## src/rtl/eeg_pea_pkg.sv

```systemverilog
// -----------------------------------------------------------------------------
// eeg_pea_pkg
// Shared types and helpers for the PE-array output write-back logic.
//   state_t : write-back FSM states (IDLE, RUN, DRAIN), 2-bit encoding
//   pe_num  : number of requesters for a PE_ROW x PE_COL array
//   idx_w   : width of a requester index, never less than 1 bit
// -----------------------------------------------------------------------------
package eeg_pea_pkg;

    typedef enum logic [1:0] {
        ST_IDLE  = 2'd0,
        ST_RUN   = 2'd1,
        ST_DRAIN = 2'd2
    } state_t;

    function automatic int pe_num(input int rows, input int cols);
        return rows * cols;
    endfunction

    // A single requester still needs a 1-bit index so the bank field exists.
    function automatic int idx_w(input int n);
        return (n > 1) ? $clog2(n) : 1;
    endfunction

endpackage

```

## src/rtl/eeg_rr_arb.sv

```systemverilog
// -----------------------------------------------------------------------------
// eeg_rr_arb
// Purely combinational round-robin arbiter. Picks the first asserted request
// at or after the pointer, wrapping modulo N.
//   i_req     : request vector
//   i_ptr     : index with highest priority this cycle (must be < N)
//   o_gnt     : one-hot grant (all zero when nothing requests)
//   o_gnt_idx : binary index of the granted requester
//   o_any     : at least one request present
// -----------------------------------------------------------------------------
module eeg_rr_arb
    import eeg_pea_pkg::*;
#(
    parameter  int N  = 16,
    localparam int IW = idx_w(N)
) (
    input  logic [N-1:0]  i_req,
    input  logic [IW-1:0] i_ptr,
    output logic [N-1:0]  o_gnt,
    output logic [IW-1:0] o_gnt_idx,
    output logic          o_any
);

    logic [2*N-1:0] w_dbl;
    logic [2*N-1:0] w_masked;

    // The request vector is duplicated; the lower copy is masked below the
    // pointer, so the lowest set bit of the result is the wrap-around winner.
    always_comb begin
        w_dbl = {i_req, i_req};
        for (int j = 0; j < 2*N; j++) begin
            w_masked[j] = w_dbl[j] && (j >= int'(i_ptr));
        end
    end

    always_comb begin
        o_any     = |w_masked;
        o_gnt_idx = '0;
        // Descending scan: the last hit written is the lowest set position.
        for (int j = 2*N-1; j >= 0; j--) begin
            if (w_masked[j]) begin
                o_gnt_idx = IW'(j % N);
            end
        end
        o_gnt = '0;
        if (o_any) begin
            o_gnt[o_gnt_idx] = 1'b1;
        end
    end

endmodule

```

## src/rtl/eeg_pea_out_arb.sv

```systemverilog
// -----------------------------------------------------------------------------
// eeg_pea_out_arb
// Round-robin write-back arbiter and layer-completion tracker between the
// PE-array output streams and the single ORAM write port.
//   clk, rst          : clock (rising edge), asynchronous active-high reset
//   START             : arm a new layer, honoured only in IDLE
//   BUSY              : high in RUN or DRAIN
//   LAYER_DONE        : one-cycle pulse when the last beat of a layer leaves
//   BEAT_CNT          : beats accepted this layer, saturating
//   PE_OUT_VLD/LST    : per-PE valid and last-beat flags
//   PE_OUT_RDY        : per-PE ready, one-hot or zero
//   PE_OUT_DAT/ADD    : per-PE data and ORAM address, PE i at slice i
//   WR_VLD/RDY        : registered ORAM write handshake
//   WR_DAT/ADD/BNK    : write data, address and source PE (bank select)
// -----------------------------------------------------------------------------
module eeg_pea_out_arb
    import eeg_pea_pkg::*;
#(
    parameter  int PE_ROW      = 4,
    parameter  int PE_COL      = 4,
    parameter  int PE_OUT_DW   = 8,
    parameter  int ORAM_ADD_AW = 8,
    parameter  int CNT_DW      = 16,
    localparam int PE_NUM      = pe_num(PE_ROW, PE_COL),
    localparam int IDX_W       = idx_w(PE_NUM)
) (
    input  logic                          clk,
    input  logic                          rst,
    input  logic                          START,
    output logic                          BUSY,
    output logic                          LAYER_DONE,
    output logic [CNT_DW-1:0]             BEAT_CNT,
    input  logic [PE_NUM-1:0]             PE_OUT_VLD,
    input  logic [PE_NUM-1:0]             PE_OUT_LST,
    output logic [PE_NUM-1:0]             PE_OUT_RDY,
    input  logic [PE_NUM*PE_OUT_DW-1:0]   PE_OUT_DAT,
    input  logic [PE_NUM*ORAM_ADD_AW-1:0] PE_OUT_ADD,
    output logic                          WR_VLD,
    input  logic                          WR_RDY,
    output logic [PE_OUT_DW-1:0]          WR_DAT,
    output logic [ORAM_ADD_AW-1:0]        WR_ADD,
    output logic [IDX_W-1:0]              WR_BNK
);

    function automatic logic [CNT_DW-1:0] sat_inc(input logic [CNT_DW-1:0] v);
        return (&v) ? v : v + 1'b1;
    endfunction

    state_t                   r_state;
    state_t                   w_state_nxt;
    logic [IDX_W-1:0]         r_ptr;
    logic [PE_NUM-1:0]        r_mask;
    logic [CNT_DW-1:0]        r_cnt;
    logic                     r_wr_vld;
    logic [PE_OUT_DW-1:0]     r_wr_dat;
    logic [ORAM_ADD_AW-1:0]   r_wr_add;
    logic [IDX_W-1:0]         r_wr_bnk;

    logic                     w_load;
    logic                     w_start;
    logic                     w_any;
    logic                     w_grant;
    logic                     w_done;
    logic                     w_lst_sel;
    logic [PE_NUM-1:0]        w_elig;
    logic [PE_NUM-1:0]        w_gnt;
    logic [PE_NUM-1:0]        w_mask_nxt;
    logic [IDX_W-1:0]         w_gnt_idx;
    logic [IDX_W-1:0]         w_ptr_nxt;
    logic [PE_OUT_DW-1:0]     w_dat_sel;
    logic [ORAM_ADD_AW-1:0]   w_add_sel;

    // ---------------- arbitration (combinational, same cycle as RDY) ----------
    // The output register can take a beat when empty or draining this cycle.
    assign w_load  = !r_wr_vld || WR_RDY;
    assign w_start = (r_state == ST_IDLE) && START;
    // PEs that already delivered LST stay masked until the next START.
    assign w_elig  = (r_state == ST_RUN) ? (PE_OUT_VLD & ~r_mask) : '0;

    eeg_rr_arb #(
        .N (PE_NUM)
    ) u_arb (
        .i_req     (w_elig),
        .i_ptr     (r_ptr),
        .o_gnt     (w_gnt),
        .o_gnt_idx (w_gnt_idx),
        .o_any     (w_any)
    );

    assign w_grant    = w_load && w_any;
    assign PE_OUT_RDY = w_grant ? w_gnt : '0;

    // One-hot AND-OR select of the granted PE's fields.
    always_comb begin
        w_dat_sel = '0;
        w_add_sel = '0;
        w_lst_sel = 1'b0;
        for (int i = 0; i < PE_NUM; i++) begin
            if (w_gnt[i]) begin
                w_dat_sel = w_dat_sel | PE_OUT_DAT[i*PE_OUT_DW +: PE_OUT_DW];
                w_add_sel = w_add_sel | PE_OUT_ADD[i*ORAM_ADD_AW +: ORAM_ADD_AW];
                w_lst_sel = w_lst_sel | PE_OUT_LST[i];
            end
        end
    end

    assign w_mask_nxt = (w_grant && w_lst_sel) ? (r_mask | w_gnt) : r_mask;
    assign w_ptr_nxt  = (w_gnt_idx == IDX_W'(PE_NUM-1)) ? '0 : w_gnt_idx + 1'b1;

    // ---------------- FSM next state -----------------------------------------
    // RUN looks at the mask including this cycle's LST so that the final beat
    // drains in DRAIN and LAYER_DONE coincides with its write.
    always_comb begin
        w_state_nxt = r_state;
        w_done      = 1'b0;
        case (r_state)
            ST_IDLE: begin
                if (START) w_state_nxt = ST_RUN;
            end
            ST_RUN: begin
                if (&w_mask_nxt) w_state_nxt = ST_DRAIN;
            end
            ST_DRAIN: begin
                if (w_load) begin
                    w_state_nxt = ST_IDLE;
                    w_done      = 1'b1;
                end
            end
            default: w_state_nxt = ST_IDLE;
        endcase
    end

    // ---------------- registered state and write-back stage ------------------
    always_ff @(posedge clk or posedge rst) begin
        if (rst) begin
            r_state  <= ST_IDLE;
            r_ptr    <= '0;
            r_mask   <= '0;
            r_cnt    <= '0;
            r_wr_vld <= 1'b0;
            r_wr_dat <= '0;
            r_wr_add <= '0;
            r_wr_bnk <= '0;
        end else begin
            r_state <= w_state_nxt;
            if (w_grant) begin
                r_ptr <= w_ptr_nxt;
            end
            if (w_start) begin
                r_mask <= '0;
                r_cnt  <= '0;
            end else begin
                r_mask <= w_mask_nxt;
                if (w_grant) r_cnt <= sat_inc(r_cnt);
            end
            // A new grant replaces a draining beat with no bubble.
            if (w_grant) begin
                r_wr_vld <= 1'b1;
                r_wr_dat <= w_dat_sel;
                r_wr_add <= w_add_sel;
                r_wr_bnk <= w_gnt_idx;
            end else if (r_wr_vld && WR_RDY) begin
                r_wr_vld <= 1'b0;
            end
        end
    end

    assign WR_VLD     = r_wr_vld;
    assign WR_DAT     = r_wr_dat;
    assign WR_ADD     = r_wr_add;
    assign WR_BNK     = r_wr_bnk;
    assign BEAT_CNT   = r_cnt;
    assign BUSY       = (r_state == ST_RUN) || (r_state == ST_DRAIN);
    assign LAYER_DONE = w_done;

endmodule

```

## config.mk

```make
export PLATFORM = sky130hd
export DESIGN_NAME = eeg_pea_out_arb
export DESIGN_NICKNAME = d
export VERILOG_FILES = /design/src/rtl/eeg_pea_pkg.sv /design/src/rtl/eeg_rr_arb.sv /design/src/rtl/eeg_pea_out_arb.sv
export SDC_FILE = /design/constraint.sdc
export NUM_CORES = 1
export LEC_CHECK = 0
export BUFFER_PORTS_ARGS = -buffer_cell sky130_fd_sc_hd__buf_4
export CORE_MARGIN = 1
export CORE_UTILIZATION = 25
export CTS_BUF_LIST = sky130_fd_sc_hd__clkbuf_8
export DETAILED_ROUTE_END_ITERATION = 7
export GPL_ROUTABILITY_DRIVEN = 0
export SETUP_SLACK_MARGIN = 0.1
export SYNTH_ARGS = -nofsm -noshare
export SYNTH_HDL_FRONTEND = slang
export SYNTH_SLANG_ARGS = --single-unit
```

## constraint.sdc

```tcl
create_clock -name clk -period 5.9 [get_ports clk]
set_clock_uncertainty 0.1 [all_clocks]
set_input_delay 0 -clock clk [delete_from_list [all_inputs] [get_ports clk]]
set_output_delay 0 -clock clk [all_outputs]
set_load 0.02 [all_outputs]
```

==> Word-level counts from Yosys, hierarchy flattened <==
Cells that the tools add are included.
{ "totals": {"reg_bits": 59, "wordCells": 211} }
{ "op_classes": {"n_addsub": 2, "order_cmp": 17, "eq_ne": 7, "muxes": 98, "bitwise": 48, "n_reduce_logical": 31} }
{ "ops": {"columns": ["op", "count"], "rows": [
  ["$mux W8", 32],
  ["$or A8 B8 Y8", 30],
  ["$mux W16", 8],
  ["$mux W4", 32],
  ["$reduce_and A16 Y1", 2],
  ["$reduce_or A31 Y1", 1],
  ["$ge A4 B4 Y1 const A", 7],
  ["$mux W1", 21],
  ["$logic_and A1 B1 Y1", 20],
  ["$add A16 B1 Y16 const B", 1],
  ["$and A16 B16 Y16", 1],
  ["$ge A3 B4 Y1 const A", 4],
  ["$not A16 Y16", 1],
  ["$or A16 B16 Y16", 1],
  ["$or A1 B1 Y1", 15],
  ["$ge A1 B4 Y1 const A", 2],
  ["$ge A2 B4 Y1 const A", 2],
  ["$ne A2 B2 Y1 const B", 4],
  ["$mux W2", 3],
  ["$pmux W2 S3", 1],
  ["$lt A4 B5 Y1 const B", 1],
  ["$add A4 B1 Y4 const B", 1],
  ["$demux W1 S4", 1],
  ["$eq A4 B4 Y1 const B", 1],
  ["other kinds (9)", 11]
]} }

==> Logic depth before layout (Yosys ltp) <==
Gate-level depths: netlist (run 1).
{ "depth": {"word_depth": 75, "mapped_depth": 25, "ltp_nobuf": 23} }

==> Modules after synthesis <==
Synthesis (run 1) repeated with hierarchy kept, for this count alone.
{ "hier_totals": {"hier_cells": 666, "area_unflattened_um2": 5336.4} }
{ "modules_own_cells": {"columns": ["module", "instances", "cells_each", "area_each_um2", "seq_area_each_um2"], "rows": [
  ["eeg_pea_out_arb", 1, 517, 4381.7, 1476.4],
  ["eeg_rr_arb", 1, 149, 954.7, 0.0]
]} }

==> Least setup slack after synthesis (run 1) <==
Ideal clock, no wire load.
{ "synth_timing": {"path_type": "register -> register", "start": "register r_state[1]", "end": "register r_state[0]", "t_arrival_ns": 4.228, "required_time_ns": 5.672, "path_slack_ns": 1.445, "stages_incl_launch_ff": 23, "cell_sequence": "dfrtp_1 > inv_1 > ha_1 > buf_6 > inv_2 > nor4b_1 > o21ai_0 > o2bb2ai_1 > a22oi_1 > o21bai_1 > a21oi_1 > o21ai_0 > a22o_1 > inv_1 > ha_1 > buf_1 > nand2_1 > nor3_1 > a21oi_1 > a2111oi_2 > nand4_1 > a21oi_1 > mux2_1"} }
{ "synth_between": {"elab_chain_len": 74, "word_cells_on_any_way": 98, "classes_between": "order compare: 2; eq/ne: 5; mux: 53; bitwise: 16; reduce/logical: 22"} }
{ "synth_rtl": {"columns": ["element", "line_no", "source"], "rows": [
  ["from (decl)", "eeg_pea_out_arb.sv:49", "state_t r_state;"],
  ["from (signal assigned)", "eeg_pea_out_arb.sv:145", "r_state <= w_state_nxt;"],
  ["$eq A2 B1 Y1 *", "eeg_pea_out_arb.sv:78", "assign w_elig = (r_state == ST_RUN) ? (PE_OUT_VLD & ~r_mask) : '0;"],
  ["$mux W16 *", "eeg_pea_out_arb.sv:78", null],
  ["$mux W4 (30 in series)", "eeg_rr_arb.sv:41", "if (w_masked[j]) begin"],
  ["$mux W4 *", "eeg_rr_arb.sv:41", null],
  ["via u_arb.o_gnt_idx[1]", "eeg_rr_arb.sv:20", "output logic [IW-1:0] o_gnt_idx,"],
  ["$lt A4 B5 Y1 (implied by the code) / $ge A4 B1 Y1 (equally long branches)", "eeg_rr_arb.sv:47", "o_gnt[o_gnt_idx] = 1'b1;"],
  ["$logic_and A1 B1 Y1 (implied by the code)", "eeg_rr_arb.sv:47", null],
  ["$mux W1 (implied by the code)", "eeg_rr_arb.sv:47", null],
  ["[30 not listed]", null, null],
  ["$mux W1", "eeg_pea_out_arb.sv:99", "if (w_gnt[i]) begin"],
  ["$or A1 B1 Y1", "eeg_pea_out_arb.sv:102", "w_lst_sel = w_lst_sel | PE_OUT_LST[i];"],
  ["$mux W1", "eeg_pea_out_arb.sv:99", null],
  ["$logic_and A1 B1 Y1", "eeg_pea_out_arb.sv:107", "assign w_mask_nxt = (w_grant && w_lst_sel) ? (r_mask | w_gnt) : r_mask;"],
  ["$mux W16 *", "eeg_pea_out_arb.sv:107", null],
  ["$reduce_and A16 Y1 *", "eeg_pea_out_arb.sv:121", "if (&w_mask_nxt) w_state_nxt = ST_DRAIN;"],
  ["$ne A2 B2 Y1 (no line) *", null, null],
  ["$reduce_and A3 Y1 (no line) *", null, null]
]} }
Mark *: on every way through the listed nets, which the timed path passes. The rest lies on a longest branch.
A chain may end at the register's enable or synchronous reset.

==> Final worst setup path (run 1) <==
{ "layout_timing": {"start": "register r_state[1]", "end": "register r_wr_add[4], in the netlist WR_ADD[4]"} }
{ "layout_between": {"word_cells_on_any_way": 87, "classes_between": "order compare: 2; eq/ne: 1; mux: 51; bitwise: 15; reduce/logical: 18"} }
{ "layout_lines": {"columns": ["element", "line_no", "source"], "rows": [
  ["$eq A2 B1 Y1 *", "eeg_pea_out_arb.sv:78", null],
  ["$mux W16 *", "eeg_pea_out_arb.sv:78", null],
  ["$mux W4 (29 in series)", "eeg_rr_arb.sv:41", null],
  ["$mux W4 *", "eeg_rr_arb.sv:41", null],
  ["via u_arb.o_gnt_idx[0]", "eeg_rr_arb.sv:20", null],
  ["$lt A4 B5 Y1 (implied by the code) / $ge A4 B1 Y1 (equally long branches)", "eeg_rr_arb.sv:47", null],
  ["$logic_and A1 B1 Y1 (implied by the code)", "eeg_rr_arb.sv:47", null],
  ["$mux W1 (implied by the code)", "eeg_rr_arb.sv:47", null],
  ["[25 not listed]", null, null],
  ["$or A8 B8 Y8", "eeg_pea_out_arb.sv:101", "w_add_sel = w_add_sel | PE_OUT_ADD[i*ORAM_ADD_AW +: ORAM_ADD_AW];"],
  ["$mux W8", "eeg_pea_out_arb.sv:99", null],
  ["$or A8 B8 Y8", "eeg_pea_out_arb.sv:101", null],
  ["$mux W8", "eeg_pea_out_arb.sv:99", null],
  ["$or A8 B8 Y8", "eeg_pea_out_arb.sv:101", null],
  ["$mux W8", "eeg_pea_out_arb.sv:99", null],
  ["$or A8 B8 Y8", "eeg_pea_out_arb.sv:101", null],
  ["$mux W8 *", "eeg_pea_out_arb.sv:99", null],
  ["to (signal assigned)", "eeg_pea_out_arb.sv:160", "r_wr_add <= w_add_sel;"],
  ["to (decl)", "eeg_pea_out_arb.sv:56", "logic [ORAM_ADD_AW-1:0] r_wr_add;"]
]} }
Marked as above.

==> results of run 1 <==
==> worst min-delay path: stages <==
cell	delay [ns]
buf_4	0.08
nand2b_1	0.30
nand2_1	0.09
==> metrics by stage <==
stage          util [%]  cells  worst slack (ns)
6_report           44.2   1313             0.360
5_1_grt            44.2   1313            0.0353
4_1_cts            43.9   1311             0.154
3_5_place_dp       40.1   1235             0.726
3_3_place_gp       40.1   1235             0.901
2_1_floorplan         -    640              1.44
==> report_power, final <==
part / leakage, nW / total, mW / internal (mW) / switching (mW)
logic: 3.19 / 4.36 / 1.87 / 2.49
registers: 0.754 / 0.703 / 0.551 / 0.152
clock network: 0.0900 / 0.355 / 0.155 / 0.200
==> layer usage <==
metal	wire length (um)	vias to the layer above	global-route usage [%]
li1	-	3320	-
met1	12400	3463	35.6
met2	13900	446	43.0
met3	3260	51	7.25
met4	723	0	8.91
met5	0	-	0
==> placed cells by master (no fill, tap or decap), types with 3 or more instances in the layout <==
cell type      count
a211oi_1           4
or3_1              4
and2_1             4
o21a_1             5
a221oi_1          22
ha_1               8
nor2_4             5
a22oi_1           44
nand3b_1           3
nor2b_1           16
xor2_1             9
nor3_1            23
nand2b_1           4
a31oi_1            7
nor4_1             3
o22a_1             6
dlygate4sd3_1     60
nor2_2            10
inv_1             14
and4_1             9
xnor2_1            6
a222oi_1          21
buf_4            366
dfrtp_1           59
a21oi_1           56
clkbuf_8           9
nor2_1            60
nand3_1           12
a22o_1            24
nand4_1           13
a221o_1            4
o21ai_0           22
nand2_1           50
and3_1             4
a2111oi_4          3
==> worst min-delay path by stage <==
stage | start | to | cells past startpoint
floorplan | START | BEAT_CNT[10]$_DFFE_PP0P_ | 2
global placement | PE_OUT_DAT[60] | WR_DAT[4]$_DFFE_PP0P_ | 3
detailed placement | rst | WR_DAT[6]$_DFFE_PP0P_ | 3
CTS | WR_RDY | WR_VLD$_DFFE_PP0P_ | 3
global route | WR_RDY | WR_VLD$_DFFE_PP0P_ | 3
finish | WR_RDY | WR_VLD$_DFFE_PP0P_ | 3
==> cell type report <==
type / instances / area share (%)
clock buffer: 9 / 1.38
clock inverter: 7 / 0.583
inverter: 16 / 0.667
multi-input combinational: 524 / 39.7
sequential: 59 / 16.4
tap: 270 / 3.75
timing repair buffer: 428 / 37.5
==> kinds of logic after synthesis <==
group	count (synthesis)	share of synthesized area, %
AOI/OAI and AO/OA	264	39.3
xor gates and xnor gates	15	2.52
adders and majority gates	9	2.16
buffers and inverters	57	4.96
DFF	59	28.3
muxes	3	0.599
and+or+nand+nor	233	22.2
==> flip-flops by register name, indices dropped and copies added, names as in the netlist <==
register,count
r_mask,16
BEAT_CNT,16
WR_VLD,1
WR_ADD,8
WR_BNK,4
r_ptr,4
r_state,2
WR_DAT,8
==> timing repair <==
item | in CTS | in global routing
hold buffers | 60 | 0
buffers inserted | 0 | 2
endpoints found under the setup margin | 0 | 17
gates resized for setup | 0 | 11
hold endpoints to repair | 77 | 0
==> run summary, run 1 <==
Crit path depth: 22
Overall routing resource usage: 27.1%
Synth unique cells: 75
Critical-path cell list: inv_1, ha_2, nand3b_1, a21oi_1, o21bai_1, a21oi_1, a2bb2oi_1, o21ai_0, a31oi_1, o21ai_0, a21oi_1, a21o_1, inv_1, ha_1, nand2_1, nor2_4, buf_4, a222oi_1, dlygate4sd3_1, nand3_1, dlygate4sd3_1, o22a_1
RSZ-0062 raised after global routing: true
Area Growth Syn to Fin: 72.5%
Largest net degree at the start of global routing: 60
Worst setup path class: flip-flop to flip-flop
Crit path max-delay family: compound AO/OA/AOI/OAI gates
Final-report hold violation count: 0
Ports: 347
Sum of routed wire length over all layers: 30300 um
Die width: 147 um
Cts bufs inserted: 9
Dpl cell area: 8160 um2
Die area: 21500 um2
Seq cells post-synth: 59
Syn Nets: 941
CTS Root Cell: clkbuf_8
Sequential cell area: 1480 um2
Hold Path Class: primary input to flip-flop
Port Buf Inserts: 346
CTS Buffer Depth: 2
Reg2reg start: r_state[1]$_DFFE_PP0P_
Hpwl dp: 23000 um
Synth top area cells: dfrtp_1 28%, a22oi_1 6.3%, nor2_1 5.4%, a21oi_1 5.4%, a222oi_1 4.0%
R2R cell count: 22
Hold WS: 0.0681 ns
Critical path's largest stage delay: 0.63 ns
CTS tree: yes
NumNets Final: 1339
Synthesized instance count: 640
Count leader, synth: nor2_1
Share of post-route cells with drive strength above 1: 41.2%
Final min period: 5.54 ns
Core area: 20400 um2
DIE HEIGHT: 147 um
Syn Area/Cell: 8.16 um2
Highest clock rate: 0.181 GHz
Crit-path slowest cell: dlygate4sd3_1
Max-cap violations: 0
WL/cell: 23.1 um
Status: finished clean
Worst-path fanout max: 11
VDD IR max: 0.000388 V
Multi-input gate area: 3580 um2
Tcrit/Tclk final: 93.9%
Setup crit end kind: flip-flop
Iter 0 DRT Violations: 708
Endpoints failing setup: 0
Worst Path Arrival: 5.70 ns
Sequential share of the synthesized area: 28.3%
Leak: 4.03 nW
Slew margin rel.: 25.9%
Synth async-reset ratio: 100%
Final Max Slew Viols: 0
Post-synth top cells: 75 x nor2_1, 59 x dfrtp_1, 56 x a21oi_1
Critical path origin: r_state[1]$_DFFE_PP0P_
Syn Std Cell Area: 5220 um2
1st-pass router iterations: 7
Number of global-route vias before repair: 7156
First-pass GRT wire length: 43300 um
Required time worst endpoint: 6.06 ns
Antenna diodes: 0
# H-tree levels: 3
Total of fill cells in the finished design: 2044
Power Dens Cells: 602 nW/um2
Starting Density: 25.6%
Yosys Warn Count: 0
DR vias/cell: 5.54
Total power draw: 5.42 mW
CP most frequent cell: a21oi_1
R2R setup slack: 0.36 ns
CP startpoint kind: flip-flop
Clock Sinks: 59
# rows: 52
Gr ovfl total: 0
Post-route cell area: 9010 um2
Predominant post-synthesis flop cell: dfrtp_1
Measured slew at the worst slew-check pin: 1.11 ns
Clock latency on the worst-skew pair: 0.37 ns
CTS clk-pin slew, worst paths: 0.09 ns
Post-synth EDFFs: 0
Via count: 7280
DRT antenna net count: 0
DRC Markers: 0
Leading area contributor after synthesis: dfrtp_1
Buf/Inv on CP: 5
End point of the critical path: WR_ADD[4]$_DFFE_PP0P_
Worst r2r dst: WR_ADD[4]$_DFFE_PP0P_
Synth top area share: 28.3%
Antenna violations before repair: 0
Final setup TNS: 0 ns
Power figures use the tool's default switching activity.
==> run 2: changes to the inputs <==
--- a/config.mk
+++ b/config.mk
@@ -6,11 +6,13 @@
 export NUM_CORES = 1
 export LEC_CHECK = 0
 export BUFFER_PORTS_ARGS = -buffer_cell sky130_fd_sc_hd__buf_4
+export CORE_ASPECT_RATIO = 0.7
 export CORE_MARGIN = 1
 export CORE_UTILIZATION = 25
 export CTS_BUF_LIST = sky130_fd_sc_hd__clkbuf_8
 export DETAILED_ROUTE_END_ITERATION = 7
 export GPL_ROUTABILITY_DRIVEN = 0
+export PLACE_DENSITY = 0.5
 export SETUP_SLACK_MARGIN = 0.1
 export SYNTH_ARGS = -nofsm -noshare
 export SYNTH_HDL_FRONTEND = slang
==> run 2 against run 1 <==
  * Clock power is 3% higher
  * Final area is 0.37% lower
  * Register-to-register slack better by 0.10 ns
  * Critical path depth stayed put
  * Die area hardly changed
  * Core utilization is 0.37 points higher
  * Routed wire length is 1.9% lower
  * Maximum frequency is 1.9% higher
  * Worst setup slack better by 0.10 ns
  * Critical endpoint is now WR_DAT[1]$_DFFE_PP0P_
  * Highest routed layer unchanged
==> run summary, run 2 (synthesized netlist as in run 1, its figures left out) <==
# rows: 43
Post-CTS setup repair buffer count: 0
DIE HEIGHT: 123 um
Tcrit/Tclk final: 92.1%
Hold Path Class: primary input to flip-flop
Commonest non-fill, non-tap cell in the layout: buf_4
1st-pass router iterations: 8
Number of global-route vias before repair: 6986
Area Growth Syn to Fin: 71.9%
Slew margin rel.: 20.3%
Clock latency on the worst-skew pair: 0.35 ns
Final Max Slew Viols: 0
Starting Density: 25.9%
Non-filler instance count after layout: 1314
Core area: 20100 um2
Setup crit end kind: flip-flop
Sum of routed wire length over all layers: 29700 um
Required time worst endpoint: 6.08 ns
NumNets Final: 1340
Overall routing resource usage: 26.3%
CTS Root Cell: clkbuf_8
Final-report hold violation count: 0
CTS clk-pin slew, worst paths: 0.08 ns
Highest clock rate: 0.184 GHz
Leak: 4.03 nW
Post-Place Cells: 1240
Clock Sinks: 59
Ports: 347
VDD IR max: 0.000267 V
Largest net degree at the start of global routing: 60
Via count: 7191
Power Dens Cells: 597 nW/um2
Gr ovfl total: 0
CP startpoint kind: flip-flop
Antenna violations before repair: 0
Worst setup path class: flip-flop to flip-flop
CTS Buffer Depth: 2
Total power draw: 5.36 mW
# H-tree levels: 3
Final min period: 5.44 ns
First-pass GRT wire length: 42300 um
Hpwl dp: 23200 um
Worst Path Arrival: 5.62 ns
Cts bufs inserted: 9
DR vias/cell: 5.47
DRC Markers: 0
Die area: 21500 um2
Endpoints failing setup: 0
DRT antenna net count: 0
Antenna diodes: 0
Measured slew at the worst slew-check pin: 1.19 ns
Status: finished clean
Die width: 175 um
Worst-path fanout max: 17
Port Buf Inserts: 346
Share of post-route cells with drive strength above 1: 40.5%
RSZ-0062 raised after global routing: false
Final setup TNS: 0 ns
Iter 0 DRT Violations: 753
CTS tree: yes
Max-cap violations: 0
WL/cell: 22.6 um
Most frequent cells in the layout: 371 x buf_4, 67 x nor2_1, 59 x dfrtp_1
run 2: cell types whose count changed in the layout (fill, tap and decap cells not counted), sizes merged:
cell,previous run,this run
inv,18,19
clkinv,4,2
dlygate4sd3,60,58
buf,368,371
clkbuf,9,10
run 2: area by class of cell:
type,instances,area (um2)
Fill cell,2125,11100
Multi-Input combinational cell,524,3550
Timing Repair Buffer,429,3370
Sequential cell,59,1480
Tap cell,270,338
Clock buffer,10,138
Inverter,16,60.1
Clock inverter,6,47.5
run 2: path summary, 6_finish.rpt:
kind	slack [ns]	end	cells past startpoint	startpoint
max	0.46	WR_DAT[1]$_DFFE_PP0P_	22	r_state[1]$_DFFE_PP0P_
min	0.1	WR_VLD$_DFFE_PP0P_	3	WR_RDY
max reg2reg	0.46	WR_DAT[1]$_DFFE_PP0P_	22	r_state[1]$_DFFE_PP0P_
min reg2reg	0.40	WR_BNK[3]$_DFFE_PP0P_	2	WR_BNK[3]$_DFFE_PP0P_
max in group asynchronous	4.81	r_mask[10]$_DFF_PP0_	4	rst
min in group asynchronous	0.34	r_ptr[3]$_DFFE_PP0P_	4	rst
run 2: power by group:
| group | switching [mW] | leakage, nW | internal, mW |
|---|---|---|---|
| logic | 2.44 | 3.19 | 1.85 |
| registers | 0.152 | 0.754 | 0.550 |
| clock network | 0.197 | 0.0937 | 0.168 |
run 2: per-stage QoR:
step	worst slack (ns)	hold WS [ns]	util, %	cell area, um2
6_report	0.465	0.0990	44.6	8970
5_1_grt	0.0944	0.146	44.6	8970
4_1_cts	0.149	0.0786	44.5	8940
3_5_place_dp	0.574	0.205	40.6	8180
3_3_place_gp	0.614	0.192	40.6	8180
2_1_floorplan	1.44	0.0883	-	5220
run 2: worst max-delay path, cell delays in order, from the launching register on:
cell	delay [ns]
dfrtp_1	0.38
inv_1	0.12
ha_2	0.40
nand3b_1	0.18
a21oi_1	0.18
o21bai_1	0.07
a21oi_1	0.15
a2bb2oi_1	0.15
o21ai_0	0.09
a31oi_1	0.17
o21ai_0	0.14
a21oi_1	0.17
a21o_1	0.18
ha_1	0.35
o31ai_1	0.13
buf_4	0.20
a2111oi_4	0.30
buf_4	0.35
a22o_1	0.19
a221oi_1	0.05
dlygate4sd3_1	0.60
a31oi_1	0.14
dlygate4sd3_1	0.56
run 2: metal layers:
metal  vias up  GRT usage, %  wire [um]
li1       3321             -          -
met1      3486          36.5      13300
met2       352          40.9      13500
met3        32          7.13       2540
met4         0          5.54        377
met5         -             0          0
run 2: timing repair:
action / 4_1_cts / 5_1_grt
hold buffers: 58 / 0
gates resized for setup: 0 / 7
endpoints found under the setup margin: 0 / 17
endpoints found under the hold margin: 77 / 0
